--- config.mk ---
export PLATFORM = sky130hd
export DESIGN_NAME = mem_port_arbiter_flat
export DESIGN_NICKNAME = d
export VERILOG_FILES = /design/src/rtl/mem_port_arbiter_if.sv /design/src/rtl/mem_port_arbiter.sv /design/src/flat_wrapper.sv
export SDC_FILE = /design/constraint.sdc
export NUM_CORES = 1
export LEC_CHECK = 0
export BUFFER_PORTS_ARGS = -buffer_cell sky130_fd_sc_hd__buf_4
export CAP_MARGIN = 10
export CORE_AREA = 2 2 117 119
export DETAILED_ROUTE_END_ITERATION = 8
export DIE_AREA = 0 0 119 121
export MAX_ROUTING_LAYER = met4
export PLACE_DENSITY = 0.89
export REMOVE_ABC_BUFFERS = 1
export SYNTH_ARGS = -nofsm -noshare
export SYNTH_HDL_FRONTEND = slang
export SYNTH_SLANG_ARGS = --single-unit
--- constraint.sdc ---
create_clock -name clk -period 2.5 [get_ports clk]
set_input_delay 0.5 -clock clk [delete_from_list [all_inputs] [get_ports clk]]
set_output_delay 0.5 -clock clk [all_outputs]
set_load 0.01 [all_outputs]
--- src/rtl/mem_port_arbiter_if.sv ---
// Bundle between the fetch/MEM pipeline stages, the shared single-port RAM and
// the memory port arbiter.
interface mem_port_arbiter_if #(
    parameter int unsigned ADDR_W = 32,
    parameter int unsigned DATA_W = 32
);
    logic              i_if_req;
    logic [ADDR_W-1:0] i_if_addr;
    logic              i_if_kill;
    logic              i_mem_read;
    logic              i_mem_write;
    logic [ADDR_W-1:0] i_mem_addr;
    logic [DATA_W-1:0] i_mem_wdata;

    logic              o_ram_req;
    logic              o_ram_we;
    logic [ADDR_W-1:0] o_ram_addr;
    logic [DATA_W-1:0] o_ram_wdata;
    logic              i_ram_ready;
    logic [DATA_W-1:0] i_ram_rdata;

    logic              o_if_valid;
    logic [DATA_W-1:0] o_if_rdata;
    logic              o_mem_valid;
    logic [DATA_W-1:0] o_mem_rdata;

    logic              o_pc_keep;
    logic              o_IF_ID_keep;
    logic              o_ID_EX_keep;
    logic              o_EX_MEM_keep;
    logic              o_IF_ID_flush;
    logic              o_MEM_WB_flush;

    // Arbiter side.
    modport master (
        input  i_if_req, i_if_addr, i_if_kill,
        input  i_mem_read, i_mem_write, i_mem_addr, i_mem_wdata,
        input  i_ram_ready, i_ram_rdata,
        output o_ram_req, o_ram_we, o_ram_addr, o_ram_wdata,
        output o_if_valid, o_if_rdata, o_mem_valid, o_mem_rdata,
        output o_pc_keep, o_IF_ID_keep, o_ID_EX_keep, o_EX_MEM_keep,
        output o_IF_ID_flush, o_MEM_WB_flush
    );

    // Pipeline / RAM side.
    modport slave (
        output i_if_req, i_if_addr, i_if_kill,
        output i_mem_read, i_mem_write, i_mem_addr, i_mem_wdata,
        output i_ram_ready, i_ram_rdata,
        input  o_ram_req, o_ram_we, o_ram_addr, o_ram_wdata,
        input  o_if_valid, o_if_rdata, o_mem_valid, o_mem_rdata,
        input  o_pc_keep, o_IF_ID_keep, o_ID_EX_keep, o_EX_MEM_keep,
        input  o_IF_ID_flush, o_MEM_WB_flush
    );
endinterface

--- src/rtl/mem_port_arbiter.sv ---
// Arbitrates instruction fetch and MEM-stage accesses onto one single-port RAM,
// favouring MEM but bounding how long a waiting fetch can be starved.
module mem_port_arbiter #(
    parameter int unsigned MAX_MEM_STREAK = 4,
    parameter int unsigned ADDR_W         = 32,
    parameter int unsigned DATA_W         = 32
) (
    input logic                clk,
    input logic                reset,
    mem_port_arbiter_if.master bus
);
    localparam int unsigned StreakW = $clog2(MAX_MEM_STREAK + 1);
    localparam logic [StreakW-1:0] StreakMax = StreakW'(MAX_MEM_STREAK);

    typedef enum logic [1:0] {StIdle, StIfBusy, StMemBusy, StResp} state_e;

    state_e              state_q, state_d;
    logic [StreakW-1:0]  streak_q, streak_d;
    logic                drop_q, drop_d;
    logic                ram_we_q, ram_we_d;
    logic [ADDR_W-1:0]   ram_addr_q, ram_addr_d;
    logic [DATA_W-1:0]   ram_wdata_q, ram_wdata_d;
    logic                if_valid_q, if_valid_d;
    logic                mem_valid_q, mem_valid_d;
    logic [DATA_W-1:0]   if_rdata_q, if_rdata_d;
    logic [DATA_W-1:0]   mem_rdata_q, mem_rdata_d;

    logic mem_req;
    logic if_want;
    logic mem_stall;
    logic if_stall;

    assign mem_req = bus.i_mem_read | bus.i_mem_write;
    // A fetch being redirected this cycle is not worth granting.
    assign if_want = bus.i_if_req & ~bus.i_if_kill;

    always_comb begin
        state_d     = state_q;
        streak_d    = streak_q;
        drop_d      = drop_q;
        ram_we_d    = ram_we_q;
        ram_addr_d  = ram_addr_q;
        ram_wdata_d = ram_wdata_q;
        if_valid_d  = 1'b0;
        mem_valid_d = 1'b0;
        if_rdata_d  = if_rdata_q;
        mem_rdata_d = mem_rdata_q;

        unique case (state_q)
            StIdle: begin
                if (mem_req && ((streak_q < StreakMax) || !if_want)) begin
                    state_d     = StMemBusy;
                    ram_addr_d  = bus.i_mem_addr;
                    ram_wdata_d = bus.i_mem_wdata;
                    ram_we_d    = bus.i_mem_write;
                    streak_d    = if_want ? streak_q + 1'b1 : '0;
                end else if (if_want) begin
                    state_d    = StIfBusy;
                    ram_addr_d = bus.i_if_addr;
                    ram_we_d   = 1'b0;
                    streak_d   = '0;
                end
            end
            StIfBusy: begin
                if (bus.i_if_kill) begin
                    drop_d = 1'b1;
                end
                if (bus.i_ram_ready) begin
                    state_d    = StResp;
                    if_rdata_d = bus.i_ram_rdata;
                    if_valid_d = ~(drop_q | bus.i_if_kill);
                end
            end
            StMemBusy: begin
                if (bus.i_ram_ready) begin
                    state_d     = StResp;
                    mem_rdata_d = bus.i_ram_rdata;
                    mem_valid_d = 1'b1;
                end
            end
            StResp: begin
                state_d = StIdle;
                drop_d  = 1'b0;
            end
            default: state_d = StIdle;
        endcase
    end

    always_ff @(posedge clk or negedge reset) begin
        if (!reset) begin
            state_q     <= StIdle;
            streak_q    <= '0;
            drop_q      <= 1'b0;
            ram_we_q    <= 1'b0;
            ram_addr_q  <= '0;
            ram_wdata_q <= '0;
            if_valid_q  <= 1'b0;
            mem_valid_q <= 1'b0;
            if_rdata_q  <= '0;
            mem_rdata_q <= '0;
        end else begin
            state_q     <= state_d;
            streak_q    <= streak_d;
            drop_q      <= drop_d;
            ram_we_q    <= ram_we_d;
            ram_addr_q  <= ram_addr_d;
            ram_wdata_q <= ram_wdata_d;
            if_valid_q  <= if_valid_d;
            mem_valid_q <= mem_valid_d;
            if_rdata_q  <= if_rdata_d;
            mem_rdata_q <= mem_rdata_d;
        end
    end

    assign bus.o_ram_req   = (state_q == StIfBusy) || (state_q == StMemBusy);
    assign bus.o_ram_we    = ram_we_q;
    assign bus.o_ram_addr  = ram_addr_q;
    assign bus.o_ram_wdata = ram_wdata_q;
    assign bus.o_if_valid  = if_valid_q;
    assign bus.o_if_rdata  = if_rdata_q;
    assign bus.o_mem_valid = mem_valid_q;
    assign bus.o_mem_rdata = mem_rdata_q;

    // A MEM stall freezes the whole front of the pipe; a lone fetch stall only
    // holds the PC and feeds bubbles into decode.
    assign mem_stall = mem_req & ~mem_valid_q;
    assign if_stall  = bus.i_if_req & ~if_valid_q & ~bus.i_if_kill;

    assign bus.o_pc_keep      = mem_stall | if_stall;
    assign bus.o_IF_ID_keep   = mem_stall;
    assign bus.o_ID_EX_keep   = mem_stall;
    assign bus.o_EX_MEM_keep  = mem_stall;
    assign bus.o_MEM_WB_flush = mem_stall;
    assign bus.o_IF_ID_flush  = if_stall & ~mem_stall;
endmodule

--- src/flat_wrapper.sv ---
// flat-port wrapper written by rule: the top's interface ports become plain ports
module mem_port_arbiter_flat 
#(
    parameter int unsigned MAX_MEM_STREAK = 4,
    parameter int unsigned ADDR_W         = 32,
    parameter int unsigned DATA_W         = 32
)
  (clk, reset, bus_i_if_req, bus_i_if_addr, bus_i_if_kill, bus_i_mem_read, bus_i_mem_write, bus_i_mem_addr, bus_i_mem_wdata, bus_i_ram_ready, bus_i_ram_rdata, bus_o_ram_req, bus_o_ram_we, bus_o_ram_addr, bus_o_ram_wdata, bus_o_if_valid, bus_o_if_rdata, bus_o_mem_valid, bus_o_mem_rdata, bus_o_pc_keep, bus_o_IF_ID_keep, bus_o_ID_EX_keep, bus_o_EX_MEM_keep, bus_o_IF_ID_flush, bus_o_MEM_WB_flush);
  mem_port_arbiter_if #(.ADDR_W(ADDR_W), .DATA_W(DATA_W)) bus_i ();
  input logic clk;
  input logic reset;
  input wire logic [$bits(bus_i.i_if_req)-1:0] bus_i_if_req;
  input wire logic [$bits(bus_i.i_if_addr)-1:0] bus_i_if_addr;
  input wire logic [$bits(bus_i.i_if_kill)-1:0] bus_i_if_kill;
  input wire logic [$bits(bus_i.i_mem_read)-1:0] bus_i_mem_read;
  input wire logic [$bits(bus_i.i_mem_write)-1:0] bus_i_mem_write;
  input wire logic [$bits(bus_i.i_mem_addr)-1:0] bus_i_mem_addr;
  input wire logic [$bits(bus_i.i_mem_wdata)-1:0] bus_i_mem_wdata;
  input wire logic [$bits(bus_i.i_ram_ready)-1:0] bus_i_ram_ready;
  input wire logic [$bits(bus_i.i_ram_rdata)-1:0] bus_i_ram_rdata;
  output wire logic [$bits(bus_i.o_ram_req)-1:0] bus_o_ram_req;
  output wire logic [$bits(bus_i.o_ram_we)-1:0] bus_o_ram_we;
  output wire logic [$bits(bus_i.o_ram_addr)-1:0] bus_o_ram_addr;
  output wire logic [$bits(bus_i.o_ram_wdata)-1:0] bus_o_ram_wdata;
  output wire logic [$bits(bus_i.o_if_valid)-1:0] bus_o_if_valid;
  output wire logic [$bits(bus_i.o_if_rdata)-1:0] bus_o_if_rdata;
  output wire logic [$bits(bus_i.o_mem_valid)-1:0] bus_o_mem_valid;
  output wire logic [$bits(bus_i.o_mem_rdata)-1:0] bus_o_mem_rdata;
  output wire logic [$bits(bus_i.o_pc_keep)-1:0] bus_o_pc_keep;
  output wire logic [$bits(bus_i.o_IF_ID_keep)-1:0] bus_o_IF_ID_keep;
  output wire logic [$bits(bus_i.o_ID_EX_keep)-1:0] bus_o_ID_EX_keep;
  output wire logic [$bits(bus_i.o_EX_MEM_keep)-1:0] bus_o_EX_MEM_keep;
  output wire logic [$bits(bus_i.o_IF_ID_flush)-1:0] bus_o_IF_ID_flush;
  output wire logic [$bits(bus_i.o_MEM_WB_flush)-1:0] bus_o_MEM_WB_flush;
  assign bus_i.i_if_req = bus_i_if_req;
  assign bus_i.i_if_addr = bus_i_if_addr;
  assign bus_i.i_if_kill = bus_i_if_kill;
  assign bus_i.i_mem_read = bus_i_mem_read;
  assign bus_i.i_mem_write = bus_i_mem_write;
  assign bus_i.i_mem_addr = bus_i_mem_addr;
  assign bus_i.i_mem_wdata = bus_i_mem_wdata;
  assign bus_i.i_ram_ready = bus_i_ram_ready;
  assign bus_i.i_ram_rdata = bus_i_ram_rdata;
  assign bus_o_ram_req = bus_i.o_ram_req;
  assign bus_o_ram_we = bus_i.o_ram_we;
  assign bus_o_ram_addr = bus_i.o_ram_addr;
  assign bus_o_ram_wdata = bus_i.o_ram_wdata;
  assign bus_o_if_valid = bus_i.o_if_valid;
  assign bus_o_if_rdata = bus_i.o_if_rdata;
  assign bus_o_mem_valid = bus_i.o_mem_valid;
  assign bus_o_mem_rdata = bus_i.o_mem_rdata;
  assign bus_o_pc_keep = bus_i.o_pc_keep;
  assign bus_o_IF_ID_keep = bus_i.o_IF_ID_keep;
  assign bus_o_ID_EX_keep = bus_i.o_ID_EX_keep;
  assign bus_o_EX_MEM_keep = bus_i.o_EX_MEM_keep;
  assign bus_o_IF_ID_flush = bus_i.o_IF_ID_flush;
  assign bus_o_MEM_WB_flush = bus_i.o_MEM_WB_flush;
  mem_port_arbiter #(.MAX_MEM_STREAK(MAX_MEM_STREAK), .ADDR_W(ADDR_W), .DATA_W(DATA_W)) u_core (.clk(clk), .reset(reset), .bus(bus_i));
endmodule
; Word-level counts from Yosys, hierarchy flattened
; Cells that the tools add are included.
[classes]
add_sub_neg = 1
magnitude_cmp = 1
n_eq_ne = 6
mux = 17
bitwise_logic = 13
reduce_logical = 14
[op_table]
columns = operator, count
row1 = $mux W32, 2
row2 = $reduce_and A2 Y1, 6
row3 = $mux W3, 3
row4 = $mux W1, 7
row5 = $mux W2, 3
row6 = $pmux W2 S3, 1
row7 = $and A1 B1 Y1, 5
row8 = $not A1 Y1, 5
row9 = $eq A2 B2 Y1 const B, 2
row10 = $reduce_bool A2 Y1, 2
row11 = $add A3 B1 Y3 const B, 1
row12 = $lt A3 B3 Y1 const B, 1
row13 = $ne A3 B1 Y1 const B, 1
row14 = $or A1 B1 Y1, 3
row15 = $eq A2 B1 Y1 const B, 1
row16 = $logic_not A2 Y1, 1
row17 = $logic_or A1 B1 Y1, 2
row18 = $ne A2 B1 Y1 const B, 1
row19 = $ne A2 B2 Y1 const B, 1
row20 = $pmux W1 S2, 1
row21 = $reduce_or A2 Y1, 1
row22 = $logic_and A1 B1 Y1, 1
row23 = $logic_not A1 Y1, 1
[word_totals]
reg_bits = 137
input_bits = 135
out_inout_bits = 138
wordCells = 62

; Logic depth before layout (Yosys ltp)
; Gate-level depths: netlist of run 1.
[logic_depth]
word_depth = 7
depth_mapped = 7
ltp_nobuf = 5

; Least setup slack after synthesis of run 1
; No wires, ideal clock.
[synth_timing]
path_type = input-to-output
startpoint = input bus_i_mem_write
endpoint = output bus_o_IF_ID_flush
t_arrival_ns = 1.555
required_time_ns = 2.000
path_slack_ns = 0.445
stages = 5
path_buffers = 2
cell_sequence = buf_6 nor2_1 buf_2 nor2_1 nor3_1
[synth_via]
elab_chain_len = 4
[synth_lines]
columns = element, line_no
row1 = start: declaration, flat_wrapper.sv:16  ; input wire logic [$bits(bus_i.i_mem_write)-1:0] bus_i_mem_write;
row2 = $or A1 B1 Y1, mem_port_arbiter.sv:33  ; assign mem_req = bus.i_mem_read | bus.i_mem_write;
row3 = $and A1 B1 Y1, mem_port_arbiter.sv:126  ; assign mem_stall = mem_req & ~mem_valid_q;
row4 = net bus_o_EX_MEM_keep, flat_wrapper.sv:32  ; output wire logic [$bits(bus_i.o_EX_MEM_keep)-1:0] bus_o_EX_MEM_keep;
row5 = $not A1 Y1, mem_port_arbiter.sv:134  ; assign bus.o_IF_ID_flush = if_stall & ~mem_stall;
row6 = $and A1 B1 Y1, mem_port_arbiter.sv:134
row7 = end: declaration, flat_wrapper.sv:33  ; output wire logic [$bits(bus_i.o_IF_ID_flush)-1:0] bus_o_IF_ID_flush;
; The timed path passes the listed nets, and every way through them passes these cells.

; Worst setup path in the final report of run 1
[layout_timing]
startpoint = input bus_i_mem_write
endpoint = output bus_o_IF_ID_flush
[layout_via]
elab_chain_len = 4
[layout_lines]
columns = element, line_no
row1 = $or A1 B1 Y1, mem_port_arbiter.sv:33
row2 = $and A1 B1 Y1, mem_port_arbiter.sv:126
row3 = $not A1 Y1, mem_port_arbiter.sv:134
row4 = $and A1 B1 Y1, mem_port_arbiter.sv:134
; Every way passes these cells.

==> flow_summary.yaml, run 1 <==
status:
  status: "finished, final reports clean"
logic_synthesis:
  syn_area_sq_um: 6230
  ys_types: 39
  ys_async_sr_fraction: 1.000
  syn_inst: 478
  synth_adder_area_share: 0.01205
  synth_edf_count: 0
  synthSimpleGateAreaFrac: 0.01466
  postSynthAreaPerCell_sq_um: 13.03
  synth_seq_cells: 137
  synthFlopType: "dfrtp_1"
  seq_area_frac_synth: 0.5503
  synth_top_family_by_area: "compound AO/OA/AOI/OAI gates"
  synth_xor_area_frac: 0
  synth-compound-area-share: 0.1826
  synthMuxAreaShare: 0.1751
  yosys_warnings: 0
die:
  fp.dieH_microns: 121
  die_x_microns: 119
  initial_core_util: 0.4761
  num_rows: 42
  core_sq_um: 13090
  die-area_sq_um: 14400
  ios: 273
setup_path:
  crit_arrival_ps: 1560
  r2r_cells: 6
  critical_path.cell_chain: "buf_4 > nor2_2 > nor2_1 > nor3_1 > buf_4"
  r2r-end: "u_core.bus.o_ram_wdata[30]$_DFFE_PN0P_"
  regToRegSetupSlack_ps: 570
  worstPathRequired_ps: 2000
  slowest_delay_ps: 380
  crit_path_end_kind: "output pin"
  crit_path_start: "bus_i_mem_write"
  crit_fanout: 36
  worst-path-buf-inv: 2
  cp_top_family: "simple AND/OR/NAND/NOR gates"
  reg2reg_from: "u_core.state_q[0]$_DFFE_PN0P_"
  cpMostUsedCell: "buf_4"
  worst_path_max_delay_cell: "nor2_1"
  path_class: "in -> out"
  startpoint_type: "input port"
cells_and_area:
  syn_to_final_growth_pct: 44.87
  final_util: 0.6897
  final_common_cell: "buf_4"
  layout_common_cells: "buf_4, dfrtp_1, mux2_2"
  stdcell_count: 930
  fin_area_sq_um: 9025
  drive_gt1_frac: 0.6194
  nets: 882
  n_antenna_cell: 0
clock_tree:
  post_cts_buffers: 0
  insertion_delay_ps: 420
  h-tree-depth: 4
  clk_pin_slew_ps: 60
  cts_resized: 0
  cts_tree: "built"
  cts_buffers: 17
  cts.root.buffer_cell: "clkbuf_16"
  cts-hold-fix-buffers: 0
  cts_max_path_buffers: 2
  cts_sinks: 137
sta:
  max_clock_freq_ghz: 0.4846
  whs_ps: 4.670
  hold_violations: 0
  slew_headroom: 0.6131
  slew_viol_final: 0
  setup_viol: 0
  tightest_slew_ps: 580.3
  period_needed_ps: 2064
  min_period_over_period: 0.8255
  finClkSkew_ps: 6.637
  rsz0062_at_grt: "false"
drt:
  vias: 5066
  drt_wl_total_mm: 18.85
  ant_nets: 0
  drt_iter0_markers: 345
  drt_first_pass_iters: 5
  wl_per_cell_microns: 20.27
  route.detailed.drc: 0
  viasPerCell: 5.447
global_routing:
  gr-usage-all-layers: 0.2677
  grt_pass1_vias: 5493
  grt_pass1_wl_mm: 28.95
  grt_max_degree: 65
  antenna_found_initial: 0
  grt.overflow.total: 0
min_path:
  min_path_type: "in -> async"
placement:
  dp.cells: 898
  port_buffers: 272
  gp_congestion: 0.8497
  place_area_sq_um: 8379
  hpwl_mm: 13.13
pwr:
  p_per_area_nw_per_um2: 1330
  peakVddDrop_mv: 0.8002
  p_leak_nw: 4.334
job:
  max_cap_violations: 0
-- Yosys cell counts (2+ instances only) --
cell type	n	area share
dfrtp_1	137	0.55
mux2_2	91	0.16
o21ai_0	64	0.051
inv_1	37	0.022
o221a_2	31	0.056
a22oi_2	20	0.040
clkbuf_1	17	0.010
a22oi_1	11	0.013
buf_2	10	0.0080
buf_6	9	0.016
buf_4	6	0.0072
ha_1	6	0.012
mux2_1	5	0.0090
a2bb2oi_1	3	0.0042
a21boi_0	2	0.0024
a21o_1	2	0.0024
buf_1	2	0.0012
nand2_1	2	0.0012
nor2_1	2	0.0012
nor3_1	2	0.0016
-- power by group --
group	internal, mW	total (mW)	switching (mW)
Clock	1.72	2.74	1.02
Sequential	3.35	4.05	0.705
Combinational	2.88	5.21	2.33
-- cell families (layout without fill, tap and decap cells) --
group,count (synthesis),count (layout)
and+or+nand+nor,15,15
adders and majority gates,6,6
buffers and inverters,81,357
muxes,97,97
AOI/OAI and AO/OA,142,142
DFF,137,137
-- per-stage QoR --
| step | setup slack [ps] | setup TNS (ps) | power, mW |
|---|---|---|---|
| CTS | 456.2 | 0 | 12.08 |
| global placement | 510.9 | 0 | 8.929 |
| global route | 388.3 | 0 | 12.59 |
| detailed placement | 445.2 | 0 | 9.226 |
| floorplan | -260.8 | -9173 | 6.511 |
| finish | 436.3 | 0 | 12.00 |
-- layer usage --
layer | global-route usage | share of wire | vias to the layer above | routed length, microns
met5 | - | 0 | - | 0
met4 | 0.1220 | 0.032 | 0 | 600
met3 | 0.06861 | 0.070 | 47 | 1327
met2 | 0.4720 | 0.54 | 242 | 10270
met1 | 0.2833 | 0.35 | 2502 | 6654
li1 | - | - | 2275 | -
-- layout make-up --
| class | instances | area (sq um) |
|---|---|---|
| Multi-Input combinational cell | 260 | 2401 |
| Fill cell | 927 | 4060 |
| Sequential cell | 137 | 3428 |
| Timing Repair Buffer | 288 | 2191 |
| Inverter | 37 | 138.9 |
| Tap cell | 176 | 220.2 |
| Clock inverter | 14 | 206.4 |
| Clock buffer | 18 | 439.2 |
-- state kept, by name, summed over array words and instances (netlist names) --
name,flops
u_core.bus.o_if_rdata,32
u_core.bus.o_mem_rdata,32
u_core.bus.o_ram_wdata,32
u_core.drop_q,1
u_core.streak_q,3
u_core.bus.o_ram_addr,32
u_core.bus.o_ram_we,1
u_core.state_q,2
u_core.bus.o_if_valid,1
u_core.bus.o_mem_valid,1
-- worst max path at each step --
stage,endpoint,slack [ps],cells after the start
after floorplan,bus_o_IF_ID_flush,-260,3
after global placement,bus_o_IF_ID_flush,510,5
after detailed placement,u_core.bus.o_ram_wdata[2]$_DFFE_PN0P_,450,5
after CTS,bus_o_IF_ID_flush,460,5
after global routing,bus_o_IF_ID_flush,390,5
final,bus_o_IF_ID_flush,440,5
Note: power is estimated with default switching activity, not from simulation.
==> inputs of run 2 (changes only) <==
Clock period 2.5 ns to 1.9 ns, I/O delays scaled along.
==> run 2 against run 1 <==
Compared with the run above:
- via count rose by 0.34%
- sequential share of layout area fell by 0.27 points
- cell area increased by 0.71%
- combinational power grew 32%
- clock power up 27%
- critical endpoint is now bus_o_ram_req
- largest cell class unchanged
==> flow_summary.yaml, run 2 (same netlist as run 1, synthesis figures left out) <==
status:
  status: "finished, final reports clean"
setup_path:
  regToRegSetupSlack_ps: 140
  path_class: "reg -> out"
  critical_path.endpoint: "bus_o_ram_req"
  crit_path_end_kind: "output pin"
  cp_top_family: "flip-flops"
  r2r_cells: 6
  startpoint_type: "flop"
  crit_arrival_ps: 1430
  worstPathRequired_ps: 1520
  reg2reg_from: "u_core.state_q[1]$_DFFE_PN0P_"
  worst-path-buf-inv: 2
  r2r-end: "u_core.bus.o_ram_we$_DFFE_PN0P_"
  slowest_delay_ps: 410
  path_depth: 3
  worst_path_max_delay_cell: "dfrtp_1"
  critical_path.cell_chain: "inv_1 > ha_1 > buf_4"
  crit_path_start: "u_core.state_q[0]$_DFFE_PN0P_"
  crit_fanout: 4
global_routing:
  top_usage_layer: "met2"
  grt_pass1_wl_mm: 28.58
  antenna_found_initial: 1
  use_met3: 0.07660
  grt_max_degree: 44
  use_met2: 0.4519
  grt.overflow.total: 0
  met1_usage: 0.2968
  gr-usage-all-layers: 0.2646
  grt_pass1_vias: 5259
cells_and_area:
  drive_gt1_frac: 0.6201
  layout_common_cells: "buf_4, dfrtp_1, mux2_2"
  final_common_cell: "buf_4"
  nets: 886
  final_util: 0.6946
  syn_to_final_growth_pct: 45.89
  fin_area_sq_um: 9089
placement:
  place_area_sq_um: 8452
  port_buffers: 272
  gp_congestion: 0.9203
  hpwl_mm: 13.13
  post-place-ws_ps: 168.2
sta:
  slew_headroom: 0.7247
  tightest_slew_ps: 412.9
  period_needed_ps: 1813
  slew_viol_final: 0
  fin_ws_ps: 86.55
  min_period_over_period: 0.9544
  hold_violations: 0
  setup_viol: 0
  max_clock_freq_ghz: 0.5514
  finClkSkew_ps: 7.867
  rsz0062_at_grt: "false"
drt:
  viasPerCell: 5.436
  drt_wl_total_mm: 18.36
  drt_iter0_markers: 545
  drt_first_pass_iters: 5
  route.detailed.drc: 0
  ant_nets: 0
  vias: 5083
  wl_per_cell_microns: 19.64
die:
  die-area_sq_um: 14400
  initial_core_util: 0.4761
  ios: 273
  die_x_microns: 119
  num_rows: 42
  fp.dieH_microns: 121
  core_sq_um: 13090
clock_tree:
  cts-hold-fix-buffers: 1
  insertion_delay_ps: 420
  cts_tree: "built"
  post_cts_buffers: 0
  h-tree-depth: 4
  cts_sinks: 137
  clk_pin_slew_ps: 60
  cts_max_path_buffers: 2
  cts_resized: 0
  cts_buffers: 17
  cts.root.buffer_cell: "clkbuf_16"
pwr:
  peakVddDrop_mv: 1.218
  finalPower_mw: 15.70
  p_leak_nw: 4.362
  p_per_area_nw_per_um2: 1727
job:
  max_cap_violations: 0
min_path:
  min_path_type: "in -> reg"
run 2: stage by stage:
stage / std cells / hold WS [ps] / setup TNS [ps]
CTS: 934 / 163.1 / 0
global placement: 901 / 321.6 / 0
detailed placement: 901 / 325.8 / 0
finish: 935 / 173.9 / 0
global route: 935 / 169.8 / 0
floorplan: 434 / 84.41 / -46780
run 2: area by class of cell:
type | count | area (sq um)
antenna | 1 | 2.502
clock buffer | 18 | 439.2
clock inverter | 14 | 185.2
fill | 922 | 3996
inverter | 37 | 138.9
multi-input combinational | 260 | 2401
sequential | 137 | 3428
tap | 176 | 220.2
timing repair buffer | 292 | 2273
run 2: where the power goes:
part	switching [mW]	internal, mW
Sequential	0.912	4.40
Clock	1.34	2.13
Combinational	3.04	3.86
run 2: layer usage:
layer,vias to the layer above,part of all wire
li1,2287,-
met1,2526,0.37
met2,230,0.53
met3,40,0.065
met4,0,0.030
met5,-,0
run 2: worst reg2reg max path, cell delays in order, from the launching register on:
cell,delay (ps)
dfrtp_1,430
inv_1,130
ha_1,180
buf_4,350
o21ai_4,130
buf_4,220
a22o_1,200
run 2: worst min-delay path by stage:
stage	start	endpoint	slack, ps	cells after the start
floorplan	reset	u_core.bus.o_if_rdata[0]$_DFFE_PN0P_	80	0
global placement	reset	u_core.bus.o_if_rdata[10]$_DFFE_PN0P_	320	1
detailed placement	reset	u_core.bus.o_if_rdata[10]$_DFFE_PN0P_	330	1
CTS	bus_i_if_kill	u_core.bus.o_if_valid$_DFF_PN0_	160	2
global route	bus_i_mem_wdata[4]	u_core.bus.o_ram_wdata[4]$_DFFE_PN0P_	170	2
finish	bus_i_if_kill	u_core.bus.o_if_valid$_DFF_PN0_	170	2
==> inputs of run 3 (changes only) <==
==> constraint.sdc (replaced) <==
create_clock -name clk -period 1.9 [get_ports clk]
set_input_delay 0.285 -clock clk [delete_from_list [all_inputs] [get_ports clk]]
set_output_delay 0.285 -clock clk [all_outputs]
set_load 0.01 [all_outputs]
==> run 3 against run 2 <==
Compared with the run above:
- flip-flop and latch count stayed put
- wire length is 0.43% lower
- non-clock buffer count is 6 lower
- core utilization is 0.47 points lower
- maximum frequency is 2.5% higher
- cell area is 0.67% lower
- sequential share of layout area is 0.26 points higher
- die area stayed put
- hold slack worse by 82 ps
- sequential power is 0.9% lower
- largest cell class unchanged
==> flow_summary.yaml, run 3 (same netlist as run 1, synthesis figures left out) <==
status:
  status: "finished, final reports clean"
sta:
  hold_violations: 0
  period_needed_ps: 1769
  setup_viol: 0
  rsz0062_at_grt: "false"
  slew_viol_final: 0
  max_clock_freq_ghz: 0.5653
  tightest_slew_ps: 1153
  min_period_over_period: 0.9311
  finClkSkew_ps: 6.640
  slew_headroom: 0.2314
setup_path:
  crit_path_end_kind: "flop"
  path_depth: 5
  worstPathRequired_ps: 2190
  reg2reg_from: "u_core.state_q[0]$_DFFE_PN0P_"
  cp_top_family: "compound AO/OA/AOI/OAI gates"
  crit_arrival_ps: 2060
  crit_fanout: 18
  path_class: "reg -> reg"
  critical_path.endpoint: "u_core.streak_q[1]$_DFFE_PN0P_"
  worst-path-buf-inv: 2
  regToRegSetupSlack_ps: 130
  startpoint_type: "flop"
  critical_path.cell_chain: "inv_1 > ha_1 > buf_4 > o21ai_2 > a32o_1"
  crit_path_start: "u_core.state_q[0]$_DFFE_PN0P_"
  r2r-end: "u_core.streak_q[1]$_DFFE_PN0P_"
  slowest_delay_ps: 420
  r2r_cells: 5
  worst_path_max_delay_cell: "dfrtp_1"
clock_tree:
  h-tree-depth: 4
  cts_max_path_buffers: 2
  cts_buffers: 17
  cts_sinks: 137
  cts.root.buffer_cell: "clkbuf_16"
  clk_pin_slew_ps: 60
  insertion_delay_ps: 410
  cts_tree: "built"
cells_and_area:
  fill_cells: 908
  drive_gt1_frac: 0.6170
  layout_common_cells: "buf_4, dfrtp_1, mux2_2"
  syn_to_final_growth_pct: 44.91
  n_antenna_cell: 0
  seqCellArea_sq_um: 3428
  stdcell_count: 928
  nets: 881
  final_common_cell: "buf_4"
  multi_input_area_sq_um: 2412
global_routing:
  gr-usage-all-layers: 0.2603
  grt_pass1_vias: 5430
  antenna_found_initial: 0
  grt_pass1_wl_mm: 28.33
  grt.overflow.total: 0
  grt_max_degree: 65
pwr:
  p_per_area_nw_per_um2: 1714
  peakVddDrop_mv: 1.235
  p_leak_nw: 4.319
  finalPower_mw: 15.47
drt:
  ant_nets: 0
  route.detailed.drc: 0
  wl_per_cell_microns: 19.70
  vias: 5109
  drt_wl_total_mm: 18.28
  drt_first_pass_iters: 4
  viasPerCell: 5.505
  drt_iter0_markers: 376
die:
  core_sq_um: 13090
  num_rows: 42
  initial_core_util: 0.4761
  die_x_microns: 119
  ios: 273
  fp.dieH_microns: 121
  die-area_sq_um: 14400
min_path:
  min_path_type: "in -> reg"
placement:
  gp_congestion: 0.9242
  port_buffers: 272
  dp.cells: 895
  hpwl_mm: 12.94
job:
  max_cap_violations: 0
-- run 3: cell count changes in the layout (fill, tap and decap cells not counted), sizes merged --
cell / previous run / this run
clkbuf: 18 / 22
o21ai: 66 / 67
buf: 291 / 285
bufinv: 3 / 2
diode: 1 / 0
clkinv: 3 / 4
inv: 43 / 38
-- run 3: metrics by stage --
step	setup WS, ps	hold WS, ps	setup TNS (ps)	cell area [sq um]	util
after floorplan	-733.3	-10.59	-42400	5962	-
after global placement	-86.90	257.9	-1821	8407	0.6425
after detailed placement	-181.1	261.7	-3966	8407	0.6425
after CTS	66.30	69.94	0	9016	0.6890
after global routing	55.00	78.94	0	9027	0.6899
final	131.0	91.85	0	9027	0.6899
-- run 3: metal layers --
metal / vias to the layer above / global-route usage / wire length [microns] / part of all wire
met5: - / - / 0 / 0
met4: 0 / 0.1071 / 547 / 0.030
met3: 38 / 0.07096 / 1134 / 0.062
met2: 218 / 0.4461 / 9792 / 0.54
met1: 2575 / 0.2887 / 6810 / 0.37
li1: 2278 / - / - / -
-- run 3: worst min path at each step --
stage	startpoint	endpoint	slack, ps	depth (start not counted)
5_1_grt	bus_i_if_kill	u_core.bus.o_if_valid$_DFF_PN0_	80	2
4_1_cts	bus_i_if_kill	u_core.bus.o_if_valid$_DFF_PN0_	70	2
3_5_place_dp	reset	u_core.bus.o_mem_rdata[2]$_DFFE_PN0P_	260	1
3_3_place_gp	reset	u_core.bus.o_if_rdata[2]$_DFFE_PN0P_	260	1
6_report	bus_i_if_kill	u_core.bus.o_if_valid$_DFF_PN0_	90	2
2_1_floorplan	reset	u_core.bus.o_if_rdata[0]$_DFFE_PN0P_	-10	0
-- run 3: area by class of cell --
type,count,area share
inverter,37,0.01538
tap,176,0.02439
multi-input combinational,261,0.2672
clock buffer,22,0.05364
sequential,137,0.3798
clock inverter,9,0.01275
timing repair buffer,286,0.2468
-- run 3: repair_timing --
action	4_1_cts	5_1_grt
gates resized for setup	0	1
hold endpoints to repair	49	0
setup endpoints to repair	0	5
setup buffers	0	0
hold buffers	1	0
-- run 3: power breakdown --
group | leakage, nW | switching (mW) | internal [mW]
registers | 1.60 | 0.868 | 4.41
logic | 2.43 | 3.06 | 3.83
clock network | 0.289 | 1.24 | 2.07
